### config.mk
export PLATFORM = sky130hd
export DESIGN_NAME = logic_basic_delay_arbiter_flat
export DESIGN_NICKNAME = d
export VERILOG_FILES = /design/src/rtl/logic_basic_delay_arbiter_if.sv /design/src/rtl/logic_basic_delay_arbiter.sv /design/src/flat_wrapper.sv
export SDC_FILE = /design/constraint.sdc
export NUM_CORES = 1
export LEC_CHECK = 0
export ABC_AREA = 1
export BUFFER_PORTS_ARGS = -buffer_cell sky130_fd_sc_hd__clkbuf_2
export CAP_MARGIN = 20
export CORE_ASPECT_RATIO = 1.1
export CORE_MARGIN = 4
export CORE_UTILIZATION = 38
export DETAILED_ROUTE_END_ITERATION = 8
export PLACE_DENSITY = 0.8
export SETUP_SLACK_MARGIN = 0.05
export SKIP_LAST_GASP = 1
export SYNTH_ARGS = -nofsm -noshare
export SYNTH_HDL_FRONTEND = slang
export SYNTH_SLANG_ARGS = --single-unit
### constraint.sdc
create_clock -name aclk -period 1.3 [get_ports aclk]
set_input_delay 0.26 -clock aclk [delete_from_list [all_inputs] [get_ports aclk]]
set_output_delay 0.26 -clock aclk [all_outputs]
set_load 0.02 [all_outputs]
### src/rtl/logic_basic_delay_arbiter_if.sv
// Stream bundle between INPUTS requesters, the arbiter and the shared downstream stage.
// slave is the arbiter's view; master is the view of whoever drives the requesters and sinks tx.
interface logic_basic_delay_arbiter_if #(
    parameter int WIDTH  = 8,
    parameter int INPUTS = 2
);
    localparam int IDW = (INPUTS > 1) ? $clog2(INPUTS) : 1;

    logic [INPUTS-1:0]       rx_tvalid;
    logic [INPUTS-1:0]       rx_tlast;
    logic [INPUTS*WIDTH-1:0] rx_tdata;
    logic [INPUTS-1:0]       rx_tready;

    logic                    tx_tready;
    logic                    tx_tvalid;
    logic                    tx_tlast;
    logic [WIDTH-1:0]        tx_tdata;
    logic [IDW-1:0]          tx_tid;

    modport slave (
        input  rx_tvalid, rx_tlast, rx_tdata, tx_tready,
        output rx_tready, tx_tvalid, tx_tlast, tx_tdata, tx_tid
    );

    modport master (
        output rx_tvalid, rx_tlast, rx_tdata, tx_tready,
        input  rx_tready, tx_tvalid, tx_tlast, tx_tdata, tx_tid
    );
endinterface

### src/rtl/logic_basic_delay_arbiter.sv
// Round-robin packet-locked arbiter: INPUTS stream requesters onto one registered output tagged with source id.
// Latency: 1 cycle from accepted rx beat to tx_tvalid; sustains 1 beat/cycle while tx_tready is high.
// Backpressure: tx_tvalid & ~tx_tready freezes the output register and deasserts every rx_tready.
module logic_basic_delay_arbiter #(
    parameter int WIDTH  = 8,
    parameter int INPUTS = 2
) (
    input  logic                      aclk,
    input  logic                      areset_n,
    logic_basic_delay_arbiter_if.slave bus
);
    localparam int IDW = (INPUTS > 1) ? $clog2(INPUTS) : 1;

    typedef enum logic {IDLE, LOCKED} state_t;

    state_t            state_q, state_d;
    logic [IDW-1:0]    ptr_q, ptr_d;
    logic [IDW-1:0]    owner_q, owner_d;
    logic [IDW-1:0]    sel, sel_inc;
    logic              grant_en;
    logic              load;
    logic              accept;
    logic              sel_last;
    logic [WIDTH-1:0]  sel_data;
    logic [INPUTS-1:0] rdy;

    logic              tx_vld_q;
    logic              tx_last_q;
    logic [WIDTH-1:0]  tx_data_q;
    logic [IDW-1:0]    tx_tid_q;

    assign load = bus.tx_tready | ~tx_vld_q;

    // Walk downward so the candidate closest to ptr (in wrap order) is assigned last and wins.
    always_comb begin
        int             idx;
        logic [IDW-1:0] cand;
        idx      = 0;
        cand     = '0;
        sel      = ptr_q;
        grant_en = 1'b0;
        if (state_q == LOCKED) begin
            sel      = owner_q;
            grant_en = 1'b1;
        end else begin
            for (int i = INPUTS - 1; i >= 0; i--) begin
                idx = int'(ptr_q) + i;
                if (idx >= INPUTS) begin
                    idx = idx - INPUTS;
                end
                cand = IDW'(idx);
                if (bus.rx_tvalid[cand]) begin
                    sel      = cand;
                    grant_en = 1'b1;
                end
            end
        end
    end

    always_comb begin
        sel_inc  = (int'(sel) == INPUTS - 1) ? '0 : sel + 1'b1;
        sel_data = bus.rx_tdata[int'(sel)*WIDTH +: WIDTH];
        sel_last = bus.rx_tlast[sel];
        accept   = load & grant_en & bus.rx_tvalid[sel];
        rdy      = '0;
        if (load && grant_en) begin
            rdy[sel] = 1'b1;
        end
    end

    assign bus.rx_tready = rdy;

    always_comb begin
        state_d = state_q;
        ptr_d   = ptr_q;
        owner_d = owner_q;
        if (accept) begin
            if (sel_last) begin
                state_d = IDLE;
                ptr_d   = sel_inc;
            end else begin
                state_d = LOCKED;
                owner_d = sel;
            end
        end
    end

    always_ff @(posedge aclk or negedge areset_n) begin
        if (!areset_n) begin
            state_q  <= IDLE;
            ptr_q    <= '0;
            owner_q  <= '0;
            tx_vld_q <= 1'b0;
        end else begin
            state_q  <= state_d;
            ptr_q    <= ptr_d;
            owner_q  <= owner_d;
            if (load) begin
                tx_vld_q <= accept;
            end
        end
    end

    // Payload flops carry no reset; they are only meaningful while tx_tvalid is set.
    always_ff @(posedge aclk) begin
        if (accept) begin
            tx_data_q <= sel_data;
            tx_last_q <= sel_last;
            tx_tid_q  <= sel;
        end
    end

    assign bus.tx_tvalid = tx_vld_q;
    assign bus.tx_tlast  = tx_last_q;
    assign bus.tx_tdata  = tx_data_q;
    assign bus.tx_tid    = tx_tid_q;

    a_rdy_onehot0: assert property (@(posedge aclk) disable iff (!areset_n)
        $onehot0(bus.rx_tready));

    a_tx_stable: assert property (@(posedge aclk) disable iff (!areset_n)
        (bus.tx_tvalid && !bus.tx_tready) |=>
            (bus.tx_tvalid && $stable(bus.tx_tdata) && $stable(bus.tx_tlast) && $stable(bus.tx_tid)));
endmodule

### src/flat_wrapper.sv
// flat-port wrapper written by rule: the top's interface ports become plain ports
module logic_basic_delay_arbiter_flat 
#(
    parameter int WIDTH  = 8,
    parameter int INPUTS = 2
)
  (aclk, areset_n, bus_rx_tvalid, bus_rx_tlast, bus_rx_tdata, bus_tx_tready, bus_rx_tready, bus_tx_tvalid, bus_tx_tlast, bus_tx_tdata, bus_tx_tid);
  logic_basic_delay_arbiter_if #(.WIDTH(WIDTH), .INPUTS(INPUTS)) bus_i ();
  input  logic aclk;
  input  logic areset_n;
  input wire logic [$bits(bus_i.rx_tvalid)-1:0] bus_rx_tvalid;
  input wire logic [$bits(bus_i.rx_tlast)-1:0] bus_rx_tlast;
  input wire logic [$bits(bus_i.rx_tdata)-1:0] bus_rx_tdata;
  input wire logic [$bits(bus_i.tx_tready)-1:0] bus_tx_tready;
  output wire logic [$bits(bus_i.rx_tready)-1:0] bus_rx_tready;
  output wire logic [$bits(bus_i.tx_tvalid)-1:0] bus_tx_tvalid;
  output wire logic [$bits(bus_i.tx_tlast)-1:0] bus_tx_tlast;
  output wire logic [$bits(bus_i.tx_tdata)-1:0] bus_tx_tdata;
  output wire logic [$bits(bus_i.tx_tid)-1:0] bus_tx_tid;
  assign bus_i.rx_tvalid = bus_rx_tvalid;
  assign bus_i.rx_tlast = bus_rx_tlast;
  assign bus_i.rx_tdata = bus_rx_tdata;
  assign bus_i.tx_tready = bus_tx_tready;
  assign bus_rx_tready = bus_i.rx_tready;
  assign bus_tx_tvalid = bus_i.tx_tvalid;
  assign bus_tx_tlast = bus_i.tx_tlast;
  assign bus_tx_tdata = bus_i.tx_tdata;
  assign bus_tx_tid = bus_i.tx_tid;
  logic_basic_delay_arbiter #(.WIDTH(WIDTH), .INPUTS(INPUTS)) u_core (.aclk(aclk), .areset_n(areset_n), .bus(bus_i));
endmodule
==> qor.txt <==
Final #Nets: 153
status: complete, but fails checks
CTS tree: yes
antenna violations before repair: 0
die area: 0.00256 mm²
Syn Std Cell Area: 688 µm²
Rows: 15
total track usage: 0.138
Switching Share: 0.419
clk_skew: 1.68 ps
count of buffers from port buffering: 35
Pwr Density: 2340 mW/mm²
RSZ-0062 raised after global routing: yes
post-synth net total: 101
max-slew violation count: 0
htree depth: 1
core area: 0.00163 mm²
Synth Area per Inst: 8.82 µm²
layer carrying the most global-route usage: met2
Die Span Y: 52.6 µm
Initial Util: 0.421
Slew @ Worst Pin: 185 ps
Clk pin slew, worst setup/hold paths: 80 ps
dpl hpwl: 1.23 mm
R2R cell count: 7
Yosys cell types: 16
RR Startpoint: u_core.ptr_q
Layout Utilization: 0.679
met3 usage: 0.0342
ANT cells: 0
critical path class: reg2out
GRT overflow: 0
Worst setup EP type: output pin
Final period util: 1.23
largest vdd supply drop: 1.04 mV
Hold Violations, Final: 0
Yosys warnings: 0
Final min period: 1590 ps
# IOs: 36
dpl cell area: 937 µm²
post-layout instance area: 0.00111 mm²
CP required: 1040 ps
HP Class: in2reg
reg-to-reg critical path endpoint: u_core.bus.tx_tdata[7]
Max Fclk: 627 MHz
Root Buffer: clkbuf_4
failing checks: setup timing
largest net degree at the start of global routing: 9
r2r setup slk: -170 ps
hold path startpoint: bus_tx_tready
NetSw: 1.09 mW
WHS Endpoint: u_core.bus.tx_tvalid
overall power: 2.60 mW
Seq/Total Area, Yosys: 0.582
via/cell ratio: 4.80
portion of total power attributed to combinational logic: 0.594
WP data arrival: 1330 ps
Sink Count: 14
dpl cells: 133
Leakage: 0.584 nW
sequential share of power: 0.311
vias in the first global route: 666
insertion delay to the later sink of the worst-skew pair: 280 ps
pre-CTS setup slack: -90.8 ps
Max-cap violations: 0
routability cong.: 0.769
Critical Path Fanout Max: 3
fin cells: 146
die span in x: 48.6 µm
final setup fails: 25
register bit total from synthesis: 14
Power Internal: 1.51 mW
Hold Crit Depth: 2
cells after synthesis: 78
antenna viol nets, final: 0
Rel. slew slack: 0.877
met1 Track Usage GR: 0.148
Total Routed Length: 1.72 mm
CP startpoint kind: flop
Avg WL per Cell: 11.8 µm
DRC Markers: 0
CTS buffer count: 3
setup ws final: -295 ps
first-pass GRT wire length: 2.73 mm
synthesis-to-finish area growth: 61.1%
via count: 701
1st-iter DRT viols: 13
GRT met2 Usage: 0.239
DRT Pass-1 Iters: 4
clock buffer depth: 2
share of cells above drive strength 1: 0.527
Clk pwr share: 0.095
[placed cells by master, fill, tap and decap left out, types with 2 or more instances in the layout]
master and instances:
nand2_1 36, clkbuf_2 33, buf_4 10, edfxtp_1 10, inv_1 5, nand2_2 3, nand2_4 3, clkbuf_4 3
dfrtp_1 3, a21oi_2 2, nor2_4 2, inv_4 2, nand3_1 2, buf_12 2
[how the worst max path moves through the flow]
| stage | startpoint | endpoint | slack, ps | depth (start not counted) |
|---|---|---|---|---|
| final | u_core.ptr_q | bus_rx_tready[0] | -290 | 7 |
| after global placement | u_core.bus.tx_tvalid | u_core.owner_q | -40 | 8 |
| after global routing | u_core.ptr_q | bus_rx_tready[0] | -350 | 7 |
| after CTS | u_core.ptr_q | bus_rx_tready[1] | -290 | 7 |
| after floorplan | u_core.bus.tx_tvalid | u_core.bus.tx_tdata[0] | -20 | 5 |
| after detailed placement | bus_rx_tvalid[0] | u_core.owner_q | -90 | 11 |
[power by group through the flow]
| stage | sequential (mW) | clock [mW] | combinational (mW) |
|---|---|---|---|
| 2_1_floorplan | 0.992 | 0 | 0.595 |
| 5_1_grt | 0.829 | 0.268 | 1.67 |
| 6_report | 0.809 | 0.246 | 1.54 |
| 3_3_place_gp | 0.813 | 0 | 1.14 |
| 3_5_place_dp | 0.824 | 0 | 1.16 |
| 4_1_cts | 0.813 | 0.254 | 1.49 |
[critical path, stage by stage (launching register included)]
cell	delay (ps)
dfrtp_1	400
nand2_1	90
nand2_2	50
nand2_2	90
nand2_4	80
buf_12	130
nor2_4	70
clkbuf_8	140
[registers in the layout, summed over array words and instances (netlist names)]
name,count
u_core.bus.tx_tdata,8
u_core.bus.tx_tid,1
u_core.bus.tx_tlast,1
u_core.bus.tx_tvalid,1
u_core.owner_q,1
u_core.ptr_q,1
u_core.state_q,1
[through the flow]
step	TNS (ps)	hold WS, ps
CTS	-2500	184
floorplan	-175	-35.6
finish	-3080	173
global route	-4790	181
detailed placement	-1460	76.5
global placement	-460	72.6
[cells by family after synthesis]
logic type             synth area share
buffers and inverters            0.0673
and+or+nand+nor                   0.311
DFF                               0.582
AOI/OAI and AO/OA                0.0400
[layer usage]
layer	part of all wire	vias to the layer above
li1	-	349
met1	0.40	327
met2	0.54	21
met3	0.049	4
met4	0.014	0
met5	0	-
[synthesized netlist by cell type (all sizes together)]
master | count | area, µm²
buf | 2 | 16.3
dfrtp | 4 | 100
edfxtp | 10 | 300
nor2 | 4 | 15.0
a21oi | 2 | 17.5
nand2 | 42 | 173
inv | 8 | 30.0
nand3 | 3 | 20.0
nand4 | 1 | 6.26
o21ai | 2 | 10.0
[layout make-up]
type / count / area (µm²)
repair buffers: 48 / 319
fillers: 125 / 524
flip-flops and latches: 14 / 402
clock inverters: 1 / 3.75
clock buffers: 3 / 22.5
well taps: 17 / 21.3
inverters: 8 / 35.0
multi-input cells: 55 / 305
[what timing repair did]
item | in CTS | in global routing
pin swaps | 5 | 6
hold buffers | 1 | 0
hold endpoints to repair | 4 | 0
endpoints found under the setup margin | 24 | 26
resized for setup | 10 | 7
setup buffers | 7 | 0
gates cloned | 1 | 0
Power figures use the tool's default switching activity.
